### src/rtl/icache_pkg.sv
// Shared types and widths for the direct-mapped instruction cache.
package icache_pkg;

    localparam int ADDR_W_DEF = 10;
    localparam int LINES_DEF  = 8;
    localparam int OFF_W      = 2;
    localparam int IDX_W      = $clog2(LINES_DEF);
    localparam int TAG_W      = ADDR_W_DEF - 4 - IDX_W;

    typedef logic [127:0] line_t;

    typedef logic [1:0] state_t;
    localparam state_t ST_IDLE     = 2'd0;
    localparam state_t ST_MEM_READ = 2'd1;
    localparam state_t ST_UPDATE   = 2'd2;

    function automatic logic [15:0] sat_inc(input logic [15:0] v);
        return (v == 16'hFFFF) ? v : v + 16'd1;
    endfunction

endpackage

### src/rtl/icache_array.sv
// Valid/tag/data storage: combinational read port, synchronous write port.
module icache_array
    import icache_pkg::*;
#(
    parameter int LINES = LINES_DEF,
    parameter int TW    = TAG_W,
    localparam int IW   = $clog2(LINES)
) (
    input  logic          CLK,
    input  logic          RESET,
    input  logic [IW-1:0] rd_index,
    output logic          rd_valid,
    output logic [TW-1:0] rd_tag,
    output line_t         rd_line,
    input  logic          we,
    input  logic [IW-1:0] wr_index,
    input  logic [TW-1:0] wr_tag,
    input  line_t         wr_line
);

    logic [LINES-1:0] valid;
    logic [TW-1:0]    tags [LINES];
    line_t            data [LINES];

    always_ff @(posedge CLK) begin
        if (!RESET)
            valid <= '0;
        else if (we)
            valid[wr_index] <= 1'b1;
    end

    // tag/data are qualified by valid, so they need no reset
    always_ff @(posedge CLK) begin
        if (we) begin
            tags[wr_index] <= wr_tag;
            data[wr_index] <= wr_line;
        end
    end

    assign rd_valid = valid[rd_index];
    assign rd_tag   = tags[rd_index];
    assign rd_line  = data[rd_index];

endmodule

### src/rtl/icache_fetch.sv
// Direct-mapped read-only instruction cache with blocking line refill.
// Define ICACHE_STATS_EN to add saturating HIT_COUNT/MISS_COUNT outputs.
module icache_fetch
    import icache_pkg::*;
#(
    parameter int ADDR_W         = ADDR_W_DEF,
    parameter int LINES          = LINES_DEF,
    parameter int WORDS_PER_LINE = 4
) (
    input  logic              CLK,
    input  logic              RESET,
    input  logic [31:0]       ADDRESS,
    output logic [31:0]       INSTRUCTION,
    output logic              BUSYWAIT,
    output logic              MEM_READ,
    output logic [ADDR_W-5:0] MEM_ADDRESS,
    input  line_t             MEM_READDATA,
`ifdef ICACHE_STATS_EN
    output logic [15:0]       HIT_COUNT,
    output logic [15:0]       MISS_COUNT,
`endif
    input  logic              MEM_BUSYWAIT
);

    localparam int OW = $clog2(WORDS_PER_LINE);
    localparam int IW = $clog2(LINES);
    localparam int TW = ADDR_W - 4 - IW;

    logic [OW-1:0] off;
    logic [IW-1:0] idx;
    logic [TW-1:0] tag;
    logic [IW-1:0] miss_idx;
    logic [TW-1:0] miss_tag;
    state_t        state;
    state_t        state_n;
    logic          rd_valid;
    logic [TW-1:0] rd_tag;
    line_t         rd_line;
    logic          hit;
    logic          fill;
    logic          unused_bits;

    assign off = ADDRESS[2 +: OW];
    assign idx = ADDRESS[4 +: IW];
    assign tag = ADDRESS[4 + IW +: TW];
    assign unused_bits = ^{ADDRESS[31:ADDR_W], ADDRESS[1:0]};

    icache_array #(
        .LINES (LINES),
        .TW    (TW)
    ) u_array (
        .CLK      (CLK),
        .RESET    (RESET),
        .rd_index (idx),
        .rd_valid (rd_valid),
        .rd_tag   (rd_tag),
        .rd_line  (rd_line),
        .we       (fill),
        .wr_index (miss_idx),
        .wr_tag   (miss_tag),
        .wr_line  (MEM_READDATA)
    );

    // outputs stay quiet while reset is held, even before state settles
    assign hit = RESET && (state == ST_IDLE)
                 && rd_valid && (rd_tag == tag);
    assign fill = RESET && (state == ST_MEM_READ) && !MEM_BUSYWAIT;

    assign INSTRUCTION = hit ? rd_line[{off, 5'd0} +: 32] : '0;
    assign BUSYWAIT    = RESET && !hit;
    assign MEM_READ    = RESET && (state == ST_MEM_READ);
    assign MEM_ADDRESS = MEM_READ ? {miss_tag, miss_idx} : '0;

    always_comb begin
        state_n = state;
        unique case (1'b1)
            (state == ST_IDLE):     if (!hit) state_n = ST_MEM_READ;
            (state == ST_MEM_READ): if (!MEM_BUSYWAIT) state_n = ST_UPDATE;
            default:                state_n = ST_IDLE;
        endcase
    end

    always_ff @(posedge CLK) begin
        if (!RESET) begin
            state    <= ST_IDLE;
            miss_idx <= '0;
            miss_tag <= '0;
        end else begin
            state <= state_n;
            if (state == ST_IDLE && !hit) begin
                miss_idx <= idx;
                miss_tag <= tag;
            end
        end
    end

`ifdef ICACHE_STATS_EN
    logic [15:0] hit_cnt;
    logic [15:0] miss_cnt;

    always_ff @(posedge CLK) begin
        if (!RESET) begin
            hit_cnt  <= '0;
            miss_cnt <= '0;
        end else begin
            if (hit)
                hit_cnt <= sat_inc(hit_cnt);
            if (state == ST_IDLE && !hit)
                miss_cnt <= sat_inc(miss_cnt);
        end
    end

    assign HIT_COUNT  = hit_cnt;
    assign MISS_COUNT = miss_cnt;
`endif

endmodule

### config.mk
export PLATFORM = sky130hd
export DESIGN_NAME = icache_fetch
export DESIGN_NICKNAME = d
export VERILOG_FILES = /design/src/rtl/icache_pkg.sv /design/src/rtl/icache_array.sv /design/src/rtl/icache_fetch.sv
export SDC_FILE = /design/constraint.sdc
export NUM_CORES = 1
export LEC_CHECK = 0
export CORE_UTILIZATION = 45
export CTS_BUF_LIST = sky130_fd_sc_hd__clkbuf_8
export DETAILED_ROUTE_END_ITERATION = 10
export GPL_TIMING_DRIVEN = 0
export PLACE_DENSITY = 0.71
export SLEW_MARGIN = 5
export SYNTH_ARGS = -nofsm -noshare
export SYNTH_HDL_FRONTEND = slang
export SYNTH_HIERARCHICAL = 1
export SYNTH_SLANG_ARGS = --single-unit
### constraint.sdc
create_clock -name CLK -period 30.9 [get_ports CLK]
set_input_delay 3.09 -clock CLK [delete_from_list [all_inputs] [get_ports CLK]]
set_output_delay 3.09 -clock CLK [all_outputs]
set_load 0.02 [all_outputs]
======== Word-level counts from Yosys, hierarchy flattened ========
Memories as Yosys holds them, arrays and structs flattened.
Index checks and enable logic that the tools add are counted.
storage, ports and cells
  logic and storage cells ................. 38
  RAM bits ................................ 1048
  memories kept ........................... 2
  bits of input ports ..................... 163
  flip-flop bits (word level) ............. 16
memory list
  memory        depth  bits a word  read ports  clocked after Yosys merged registers in  write ports  RTL line            source
  u_array.data  8      128          1           0                                        1            icache_array.sv:23  line_t data [LINES];
  u_array.tags  8      3            1           0                                        1            icache_array.sv:22  logic [TW-1:0] tags [LINES];
cells by class
  mux-type cells .......................... 11
  shift operators ......................... 1
  equality and inequality tests ........... 4
  magnitude comparators ................... 3
  reduce and logical (&&, ||, !) cells .... 12
  bitwise gates (word level) .............. 1
operators by type and width
  operator              number
  $shiftx A128 B8 Y32   1
  $mux W32              1
  $logic_and A1 B1 Y1   8
  $lt A3 B4 Y1 const B  2
  $or A8 B8 Y8          1
  $mux W6               1
  $mux W1               4
  $mux W2               2
  $ne A2 B2 Y1 const B  2
  $pmux W2 S2           1
  $bmux W1 S3           1
  $demux W1 S3          1
  $eq A3 B3 Y1          1
  $ge A3 B1 Y1 const B  1
  $eq A2 B1 Y1 const B  1
  $logic_not A1 Y1      2
  $logic_not A2 Y1      1
  $reduce_and A2 Y1     1

======== Depth between registers and ports, before layout ========
  word-level depth ........................ 6
  gate-level depth with buffers ........... 9

======== Hierarchy ========
The synthesis kept the hierarchy.
modules (own cells, without submodules)
  module        area an instance (sq um)  cells each  times used
  icache_array  40218.6                   1543        1
  icache_fetch  1428.9                    121         1

======== Worst setup path before layout ========
Ideal clock, no wire load.
  kind .................................... input port to flip-flop
  from .................................... input RESET
  to ...................................... memory u_array/data[0][0] (netlist bit) (enable)
  path slack .............................. 12468 ps
  arrival time ............................ 17440 ps
  path buffers ............................ 1
  cell stages on the path ................. 4
  cell sequence ........................... and3b_2 -> clkbuf_1 -> nor2b_1 -> nor4b_1
on the way
  longest elaborated chain between the ends .. 4
ends and longest elaborated chain
  what                           RTL line            source
  start, declared                icache_fetch.sv:11  input logic RESET,
  $logic_and A1 B1 Y1            --
  named net MEM_READ             icache_fetch.sv:15  output logic MEM_READ,
  $logic_and A1 B1 Y1            icache_fetch.sv:67  assign fill = RESET && (state == ST_MEM_READ) && !MEM_BUSYWAIT;
  named net fill                 icache_fetch.sv:40  logic fill;
  $mux W1                        icache_array.sv:34  if (we) begin
  $mux W1 (implied by the code)  icache_array.sv:36  data[wr_index] <= wr_line;
  end, declared                  icache_array.sv:23
The timed path passes the listed nets, and every way through them passes these cells.

======== Worst setup path in the final report ========
  from .................................... input ADDRESS[5]
  to ...................................... output INSTRUCTION[21]
RTL lines
  what                 RTL line            source
  start, declared      icache_fetch.sv:12  input logic [31:0] ADDRESS,
  $mem_v2 Z8 W3        --
  named net rd_tag[1]  icache_fetch.sv:37  logic [TW-1:0] rd_tag;
  $eq A3 B3 Y1         icache_fetch.sv:66  && rd_valid && (rd_tag == tag);
  $logic_and A1 B1 Y1  icache_fetch.sv:66
  $mux W32             icache_fetch.sv:69  assign INSTRUCTION = hit ? rd_line[{off, 5'd0} +: 32] : '0;
  end, declared        icache_fetch.sv:13  output logic [31:0] INSTRUCTION,
The timed path passes the listed nets, and every way through them passes these cells. The select of a mux whose other input is x is not followed.

==> impl_metrics.tcl <==
set metrics [dict create \
    outcome "completed" \
    mostFrequentLayoutCells "edfxtp_1, mux4_2, clkdlybuf4s50_1, clkbuf_8, mux2_2" \
    tritoncts "yes" \
    synth_cells 1664 \
    coreArea_mm2 0.09166 \
    die_height_um 306.2 \
    overflow 0 \
    antenna_found_initial 20 \
    ys_warn_count 6 \
    dieArea_mm2 0.09377 \
    relSlewSlack 0.2523 \
    syn-num-nets 1827 \
    die_w_um 306.2 \
    clock_path_buffers 3 \
    ant_nets 0 \
    skew_ns 0.04001 \
    drv_slew 0 \
    syn_to_final_growth_pct 17.76 \
    fmax_mhz 89.61 \
    setup_violations 0 \
    total_power_mw 2.838 \
    numCtsBuffers 164 \
    grt_setup_unrepaired "no" \
    synth-async-reset-ratio 0 \
    pin_count 203 \
    grt.busiest_layer "met2" \
    synth_flop_cell "edfxtp_1" \
    rows 111 \
    crit_required_ns 27.81 \
    ctsResizeCount 0 \
    vdd_drop_max_mv 0.03938 \
    clockRootBuffer "clkbuf_8" \
    drv_cap 0 \
    cts.sinks 1064 \
    ys_types 27 \
    avgRoutedWirePerCell_um 28.59 \
    power_density_mw_per_mm2 57.88 \
    nets 2253 \
    initial_core_util 0.4544 \
    syn_area_per_cell_um2 25.03 \
    routed_via_density 5.702 \
    drc 0 \
    hold_buffers 0 \
    routabilityCongestion 0.7257 \
    use_met2 0.3353 \
    hold_class "reg -> reg" \
    synth_area_mm2 0.04165 \
    clk_pin_slew_ns 0.06 \
    power.leakage_nw 15.96 \
    drt_iter0_drc 1890 \
    insertion_delay_ns 0.82 \
    grt.met3_usage 0.05682 \
    grt_first_pass_wirelength_mm 139.7 \
    final.fill_count 6801 \
    synth-edff-count 1048 \
    post-place-ws_ns 19.80 \
    critical_path.max_fanout 10 \
    grt_usage 0.2109 \
    io_buffers 177 \
    fin_ws_ns 19.74 \
    vias 19460 \
    finalCritPeriodShare 0.3611 \
    drt_pass1_iterations 7 \
    grt_util_met1 0.2869 \
    cp-end-kind "primary output" \
    synth_seq_cells 1064 \
    final_common_cell "edfxtp_1" \
    startpoint_type "input pin" \
    tightestPinTransition_ns 1.122 \
    grt_start_max_net_pins 40 \
    drive_gt1_frac 0.2932 \
    period_needed_ns 11.16 \
    cp.arrival_ns 8.07 \
    post_cts_buffers 0 \
    final_hold_viol_count 0 \
    ys_seq_area_frac 0.7633 \
    crit_type "in -> out" \
    hpwl_mm 63.42 \
    h-tree-depth 4 \
    grt_pass1_vias 20240 \
    drt_wl_total_mm 97.57 \
]
-- sequential cells by signal, summed over array words and instances, names as in the netlist --
register / count
u_array/tags: 24
miss_tag: 3
state: 2
u_array/valid: 8
u_array/data: 1024
miss_idx: 3
-- logic make-up (layout without fill, tap and decap cells) --
kind of cell / Yosys count / count (layout) / synth area share
mux: 434 / 434 / 0.2078
xor+xnor: 3 / 3 / 0.0006310
compound gates: 9 / 9 / 0.001833
other cells: 0 / 10 / 0
flops: 1064 / 1064 / 0.7633
buf+inv: 87 / 640 / 0.01577
simple gates: 67 / 67 / 0.01061
-- metal layers --
layer	share of wire	wire length, um
met1	0.41	39960
met2	0.49	47510
met3	0.083	8062
met4	0.019	1890
met5	0.0015	146
-- cell type report --
class	instances	area [um2]	area share
clock buffer	168	2312	0.04715
clock inverter	125	690.7	0.01408
sequential	1064	31790	0.6482
buffer	87	656.9	0.01339
antenna	10	25.02	0.0005102
timing repair buffer	260	2819	0.05748
tap	1186	1484	0.03026
multi-input combinational	513	9265	0.1889
-- critical path, stage by stage --
cell and delay [ns]:
clkdlybuf4s50_1 0.64, clkbuf_1 0.37, buf_2 0.39, clkbuf_1 0.73, mux2_2 0.44, xnor2_1 0.26, nand4_2 0.43, clkbuf_1 0.55
nor2b_1 0.46, clkdlybuf4s50_1 0.68
-- Yosys cell counts, types with 4 or more instances --
library cell	instances	area [um2]
edfxtp_1	1048	31470
mux4_2	178	4009
mux2_2	132	1486
mux4_1	118	3100
nor2b_1	34	212.7
clkbuf_1	25	93.84
buf_6	21	236.5
buf_1	19	71.32
dfxtp_1	16	320.3
nand2_1	12	45.04
buf_8	10	150.1
buf_2	9	45.04
o21a_1	8	60.06
and2_1	7	43.79
mux2i_1	6	60.06
and4b_1	4	40.04
-- report_power, final --
group          total (mW)  leakage [nW]  switching (mW)  internal, mW
combinational       0.161          4.64          0.0798        0.0813
clock                1.08          1.75           0.534         0.543
sequential           1.60          9.56         0.00420          1.60
total                2.84          16.0           0.618          2.22
-- stage by stage --
| step | setup TNS, ns | cell area [um2] | util | std cells | hold slack (ns) |
|---|---|---|---|---|---|
| global placement | -813.91 | 44900 | 0.4899 | 3027 | 0.4414 |
| detailed placement | 0 | 46020 | 0.5020 | 3110 | 0.4531 |
| CTS | 0 | 49020 | 0.5348 | 3403 | 0.4664 |
| finish | 0 | 49040 | 0.5350 | 3413 | 0.4699 |
| floorplan | 0 | 41650 | - | 1664 | 0.4354 |
| global route | 0 | 49040 | 0.5350 | 3411 | 0.4915 |
-- final timing paths --
| check | to | slack [ns] | cells past startpoint | startpoint |
|---|---|---|---|---|
| hold / removal | u_array/valid[4]$_SDFFE_PN0P_ | 0.47 | 1 | u_array/valid[4]$_SDFFE_PN0P_ |
| setup reg to reg | u_array/data[4][34]$_DFFE_PP_ | 27.21 | 10 | state[0]$_SDFFE_PN0P_ |
| setup / recovery | INSTRUCTION[21] | 19.74 | 10 | ADDRESS[5] |
| hold reg to reg | u_array/valid[4]$_SDFFE_PN0P_ | 0.47 | 1 | u_array/valid[4]$_SDFFE_PN0P_ |
No activity file was read; power rests on OpenSTA's default activity.
